**config.mk**
```make
export PLATFORM = sky130hd
export DESIGN_NAME = switch_read_ctrl_flat
export DESIGN_NICKNAME = d
export VERILOG_FILES = /design/src/rtl/switch_io_pkg.sv /design/src/rtl/switch_read_ctrl_if.sv /design/src/rtl/btn_debounce.sv /design/src/rtl/switch_read_ctrl.sv /design/src/flat_wrapper.sv
export SDC_FILE = /design/constraint.sdc
export NUM_CORES = 1
export LEC_CHECK = 0
export CAP_MARGIN = 20
export CORE_UTILIZATION = 60
export DETAILED_ROUTE_END_ITERATION = 16
export DONT_BUFFER_PORTS = 1
export MAX_ROUTING_LAYER = met4
export PLACE_DENSITY_LB_ADDON = 0.1
export SETUP_SLACK_MARGIN = 0.05
export SYNTH_ARGS = -nofsm -noshare
export SYNTH_HDL_FRONTEND = slang
export SYNTH_SLANG_ARGS = --single-unit
```
**constraint.sdc**
```tcl
create_clock -name clk -period 2.5 [get_ports clk]
set_input_delay 0.125 -clock clk [delete_from_list [all_inputs] [get_ports clk]]
set_output_delay 0.125 -clock clk [all_outputs]
set_load 0.02 [all_outputs]
```
**src/rtl/switch_io_pkg.sv**
```systemverilog
// Shared definitions for the switch-bank read path: MMIO addresses, FSM states, field decode.
package switch_io_pkg;

    localparam logic [7:0] SW_ADDR_LO4  = 8'h70;
    localparam logic [7:0] SW_ADDR_HI8  = 8'h74;
    localparam logic [7:0] SW_ADDR_MID8 = 8'h78;
    localparam logic [7:0] SW_ADDR_FLAG = 8'h7C;

    typedef enum logic [2:0] {
        StIdle,
        StArm,
        StWait,
        StCapture,
        StAck
    } sw_state_e;

    // Bits 23:21 of the switch bank are never mapped, so only 20:0 are passed in.
    function automatic logic [15:0] sw_field(input logic [7:0] addr, input logic [20:0] sw);
        logic [15:0] field;
        case (addr)
            SW_ADDR_LO4:  field = {12'h000, sw[3:0]};
            SW_ADDR_HI8:  field = {8'h00, sw[19:12]};
            SW_ADDR_MID8: field = {8'h00, sw[11:4]};
            SW_ADDR_FLAG: field = {15'h0000, sw[20]};
            default:      field = sw[15:0];
        endcase
        return field;
    endfunction

endpackage

```
**src/rtl/switch_read_ctrl_if.sv**
```systemverilog
// CPU-side load handshake of the switch-bank MMIO window.
interface switch_read_ctrl_if;

    logic        io_rd_req;
    logic [7:0]  io_addr;
    logic        io_rd_ack;
    logic [15:0] io_rd_data;

    modport master (
        output io_rd_req,
        output io_addr,
        input  io_rd_ack,
        input  io_rd_data
    );

    modport slave (
        input  io_rd_req,
        input  io_addr,
        output io_rd_ack,
        output io_rd_data
    );

endinterface

```
**src/rtl/btn_debounce.sv**
```systemverilog
// Two-flop synchroniser and saturating counter; o_stable changes after DEBOUNCE_CYCLES
// consecutive synced samples that differ from the current stable level.
module btn_debounce #(
    parameter int unsigned DEBOUNCE_CYCLES = 20000
) (
    input  logic clk,
    input  logic rst,
    input  logic i_btn,
    output logic o_stable
);

    localparam int unsigned CNT_W = $clog2(DEBOUNCE_CYCLES + 1);
    localparam logic [CNT_W-1:0] CNT_MAX  = CNT_W'(DEBOUNCE_CYCLES);
    localparam logic [CNT_W-1:0] CNT_LAST = CNT_MAX - CNT_W'(1);

    logic             r_s1;
    logic             r_sync;
    logic             r_stable;
    logic [CNT_W-1:0] r_cnt;

    always_ff @(posedge clk or posedge rst) begin
        if (rst) begin
            r_s1   <= 1'b0;
            r_sync <= 1'b0;
        end else begin
            r_s1   <= i_btn;
            r_sync <= r_s1;
        end
    end

    always_ff @(posedge clk or posedge rst) begin
        if (rst) begin
            r_stable <= 1'b0;
            r_cnt    <= '0;
        end else if (r_sync == r_stable) begin
            r_cnt <= '0;
        end else if (r_cnt == CNT_LAST) begin
            // This sample is the DEBOUNCE_CYCLES-th consecutive differing one.
            r_stable <= r_sync;
            r_cnt    <= '0;
        end else if (r_cnt != CNT_MAX) begin
            r_cnt <= r_cnt + CNT_W'(1);
        end
    end

    assign o_stable = r_stable;

endmodule

```
**src/rtl/switch_read_ctrl.sv**
```systemverilog
// MMIO read sequencer for the switch bank. Define SWITCH_CONFIRM_EN to hold reads
// (except the flag address) until a debounced confirm-button press.
module switch_read_ctrl
    import switch_io_pkg::*;
#(
    parameter int unsigned DEBOUNCE_CYCLES = 20000
) (
    input  logic                     clk,
    input  logic                     rst,
    switch_read_ctrl_if.slave        bus,
    input  logic [23:0]              sw_in,
    input  logic                     confirm_btn,
    output logic                     busy,
    output logic                     wait_confirm
);

    sw_state_e   r_state;
    sw_state_e   w_state_next;
    logic        w_addr_load;
    logic [7:0]  r_addr;
    logic [15:0] r_data;
    logic [23:0] r_sw_s1;
    logic [23:0] r_sw_s2;
    logic        w_unused;

    always_ff @(posedge clk or posedge rst) begin
        if (rst) begin
            r_sw_s1 <= '0;
            r_sw_s2 <= '0;
        end else begin
            r_sw_s1 <= sw_in;
            r_sw_s2 <= r_sw_s1;
        end
    end

`ifdef SWITCH_CONFIRM_EN
    logic w_btn_stable;

    btn_debounce #(
        .DEBOUNCE_CYCLES(DEBOUNCE_CYCLES)
    ) u_btn_debounce (
        .clk      (clk),
        .rst      (rst),
        .i_btn    (confirm_btn),
        .o_stable (w_btn_stable)
    );

    assign w_unused = ^r_sw_s2[23:21];
`else
    assign w_unused = ^{r_sw_s2[23:21], confirm_btn, (DEBOUNCE_CYCLES == 0)};
`endif

    always_comb begin
        w_state_next = r_state;
        w_addr_load  = 1'b0;
        unique case (r_state)
            StIdle: begin
                if (bus.io_rd_req) begin
                    w_addr_load = 1'b1;
`ifdef SWITCH_CONFIRM_EN
                    w_state_next = (bus.io_addr == SW_ADDR_FLAG) ? StCapture : StArm;
`else
                    w_state_next = StCapture;
`endif
                end
            end
`ifdef SWITCH_CONFIRM_EN
            // A button still held from a previous read must be released before it counts.
            StArm: begin
                if (!bus.io_rd_req) w_state_next = StIdle;
                else if (!w_btn_stable) w_state_next = StWait;
            end
            StWait: begin
                if (!bus.io_rd_req) w_state_next = StIdle;
                else if (w_btn_stable) w_state_next = StCapture;
            end
`endif
            StCapture: w_state_next = StAck;
            StAck:     w_state_next = StIdle;
            default:   w_state_next = StIdle;
        endcase
    end

    always_ff @(posedge clk or posedge rst) begin
        if (rst) begin
            r_state <= StIdle;
            r_addr  <= '0;
            r_data  <= '0;
        end else begin
            r_state <= w_state_next;
            if (w_addr_load) r_addr <= bus.io_addr;
            if (r_state == StCapture) r_data <= sw_field(r_addr, r_sw_s2[20:0]);
        end
    end

    assign bus.io_rd_ack  = (r_state == StAck);
    assign bus.io_rd_data = r_data;
    assign busy           = (r_state != StIdle);
`ifdef SWITCH_CONFIRM_EN
    assign wait_confirm   = (r_state == StArm) || (r_state == StWait);
`else
    assign wait_confirm   = 1'b0;
`endif

endmodule

```
**src/flat_wrapper.sv**
```systemverilog
// flat-port wrapper written by rule: the top's interface ports become plain ports
module switch_read_ctrl_flat import switch_io_pkg::*;
#(
    parameter int unsigned DEBOUNCE_CYCLES = 20000
)
  (clk, rst, sw_in, confirm_btn, busy, wait_confirm, bus_io_rd_req, bus_io_addr, bus_io_rd_ack, bus_io_rd_data);
  switch_read_ctrl_if bus_i ();
  input  logic clk;
  input  logic rst;
  input  logic [23:0] sw_in;
  input  logic confirm_btn;
  output logic busy;
  output logic wait_confirm;
  input wire logic [$bits(bus_i.io_rd_req)-1:0] bus_io_rd_req;
  input wire logic [$bits(bus_i.io_addr)-1:0] bus_io_addr;
  output wire logic [$bits(bus_i.io_rd_ack)-1:0] bus_io_rd_ack;
  output wire logic [$bits(bus_i.io_rd_data)-1:0] bus_io_rd_data;
  assign bus_i.io_rd_req = bus_io_rd_req;
  assign bus_i.io_addr = bus_io_addr;
  assign bus_io_rd_ack = bus_i.io_rd_ack;
  assign bus_io_rd_data = bus_i.io_rd_data;
  switch_read_ctrl #(.DEBOUNCE_CYCLES(DEBOUNCE_CYCLES)) u_core (.clk(clk), .rst(rst), .bus(bus_i), .sw_in(sw_in), .confirm_btn(confirm_btn), .busy(busy), .wait_confirm(wait_confirm));
endmodule
```
==> run metrics <==
setup_tns=0 ns; CTS Buffer Depth=2; Avg Cell Area, Syn=around 14 um2; worst path required time=around 2.7 ns; commonest cells after routing, fill and taps aside=dfrtp_1 (68), dlygate4sd3_1 (30), nand2_1 (25); Non-Filler Instances=between 200 and 300; # nets final=roughly 240; WP data arrival=between 1.5 and 2 ns; fin crit period=around 1.6 ns; Hold Crit Class=in -> reg; via count=between 1k and 1.5k; grt total ovfl=0; P_leak=1.32 nW; CP Capture Type=register; Pre-antenna DRT Iters=4; crit path launch type=register; clk sink count=just under 70; CP max stage cell=a221oi_1; syn_nets=202; Die Span X=64.4 um; worst path buffer plus inverter count=0; CP max FO=12; Worst-path clk slew=0.07 ns; Placed Cells=about 210; crit path cell chain=nor2_2 -> nand4_1 -> a221oi_1 -> o31ai_1; Max VDD drop=between 0.0006 and 0.0007 V; critical path startpoint=u_core.r_addr[1]; outcome=completed; flops & latches, synth=a little under 70; Slew Viols, Final=0; first-pass GRT wire length=between 6000 and 7000 um; Max Clk Rate=0.607 GHz; post-DP HPWL=around 2700 um; worst skew pair latency=about 0.34 ns; final hold vios=0; post-synthesis instance area=2340 um2; Max Cap Viol=0; slew margin rel.=between 50% and 60%; Vias per Instance=between 5 and 6; DRT Wirelength=approximately 4200 um; CP max stage delay=between 0.4 and 0.5 ns; CTS tree=yes; Primary FF master, synth=dfrtp_1; commonest non-fill, non-tap cell in the layout=dfrtp_1; die area=slightly above 4000 um2; Layout area overhead=24.3%; Cell Pwr Density=~980 nW/um2; floorplan die height=approximately 64 um; GP Congestion=0.834; CTS root buffer=clkbuf_8; Inserted Clock Buffers=9; layout cells sized above 1=between 15 and 20%; sequential share of the synthesized area=between 70% and 80%; first-iteration detailed-routing DRC count=74; initial antenna violation count=0; RR Endpoint=u_core.bus.io_rd_data[4]; Setup Fix Bufs, Post-CTS=0; synth warn=0; crit-path leading delay family=simple AND/OR/NAND/NOR gates; reg2reg setup slack=around 0.85 ns; Async SR Flop Fraction=between 90% and 100%; kind of critical path=reg -> reg; Synth Instances=between 150 and 200; I/O Buffers=0; worst reg2reg path depth=4; GRT Total Usage=roughly a quarter; final core utilization=78.8%; I/O pins=between 50 and 60; reg-to-reg startpoint=u_core.r_addr[1]; Core ar.=~3700 um2; ANT cells=0; Final Power=2.84 mW; # H-tree levels=3; Post-synth EDFFs=0; largest net degree at the start of global routing=31; vias in the first global route=1477; average wire per standard cell=about 16 um; Netlist cell types=28; Setup Skew=between 0.01 and 0.015 ns; Levels on crit path=4; worst-margin pin slew=approximately 0.6 ns; DRC Markers=0; # rows=22; post-CTS sizing=0; setup violators final=0; Period Utilization, post-route=between 60% and 70%; Setup crit end=u_core.bus.io_rd_data[4]; Routed Antenna Nets=0; # fillers=216; RSZ-0062 raised after global routing=no; Initial Util=63.4%
logic make-up after synthesis:
| family | share of synthesized area, % |
|---|---|
| AO/OA/AOI/OAI | 6.96 |
| buffers and inverters | 2.62 |
| flip-flops | 72.8 |
| AND/OR/NAND/NOR | 11.5 |
| other | 0.160 |
| multiplexers | 6.00 |
where the power goes:
group	switching, mW	total (mW)	internal (mW)
registers	0.242	1.50	1.26
logic	0.162	0.315	0.152
clock network	0.387	1.03	0.640
registers in the layout (all words and copies together), names as in the netlist:
signal,count
u_core.r_sw_s1,21
u_core.bus.io_rd_data,16
u_core.r_state,2
u_core.r_sw_s2,21
u_core.r_addr,8
worst register-to-register path: cells and delay by family (launching register included):
kind	cells	cell delay [ns]
and+or+nand+nor	2	0.59
AOI/OAI and AO/OA	2	0.53
DFF	1	0.39
through the flow:
stage | cell area [um2] | hold slack (ns) | setup slack, ns
CTS | 2910 | 0.0519 | 0.833
global placement | 2370 | 0.0919 | 0.945
floorplan | 2340 | 0.156 | 0.663
finish | 2910 | 0.0581 | 0.853
global route | 2910 | 0.0668 | 0.751
detailed placement | 2370 | 0.111 | 0.850
timing repair:
| action | 4_1_cts | 5_1_grt |
|---|---|---|
| endpoints found under the setup margin | 0 | 0 |
| endpoints found under the hold margin | 57 | 0 |
| hold buffers | 30 | 0 |
synthesized netlist by cell type, types with 4 or more instances:
cell type	instances	area share, %
a221oi_1	4	1.5
nor2_1	4	0.64
nand2_1	25	4.0
nor2b_1	5	1.3
o21ai_0	8	1.7
dfrtp_1	68	73
mux2_2	8	3.9
o31ai_1	5	1.6
mux2i_1	5	2.1
buf_2	4	0.86
worst min-delay path by stage:
| stage | cells after the start | slack, ns | end | start |
|---|---|---|---|---|
| detailed placement | 1 | 0.11 | u_core.bus.io_rd_data[2] | rst |
| floorplan | 0 | 0.16 | u_core.r_sw_s1[0] | sw_in[0] |
| finish | 2 | 0.06 | u_core.r_state[1] | bus_io_rd_req |
| global route | 2 | 0.07 | u_core.r_state[1] | bus_io_rd_req |
| global placement | 1 | 0.09 | u_core.r_sw_s1[20] | rst |
| CTS | 2 | 0.05 | u_core.r_state[1] | bus_io_rd_req |
area by class of cell:
class / count / area, um2 / share of cell area (%)
Clock inverter: 4 / 70.1 / 2.41
Clock buffer: 12 / 165 / 5.68
Sequential cell: 68 / 1700 / 58.6
Tap cell: 48 / 60.1 / 2.07
Timing Repair Buffer: 33 / 323 / 11.1
Multi-Input combinational cell: 87 / 574 / 19.8
Inverter: 3 / 11.3 / 0.388
metal layers:
metal,global-route usage [%],wire [um]
met1,27.3,1640
met2,38.3,2080
met3,10.2,318
met4,15.8,135
met5,-,0
Power figures use the tool's default switching activity.
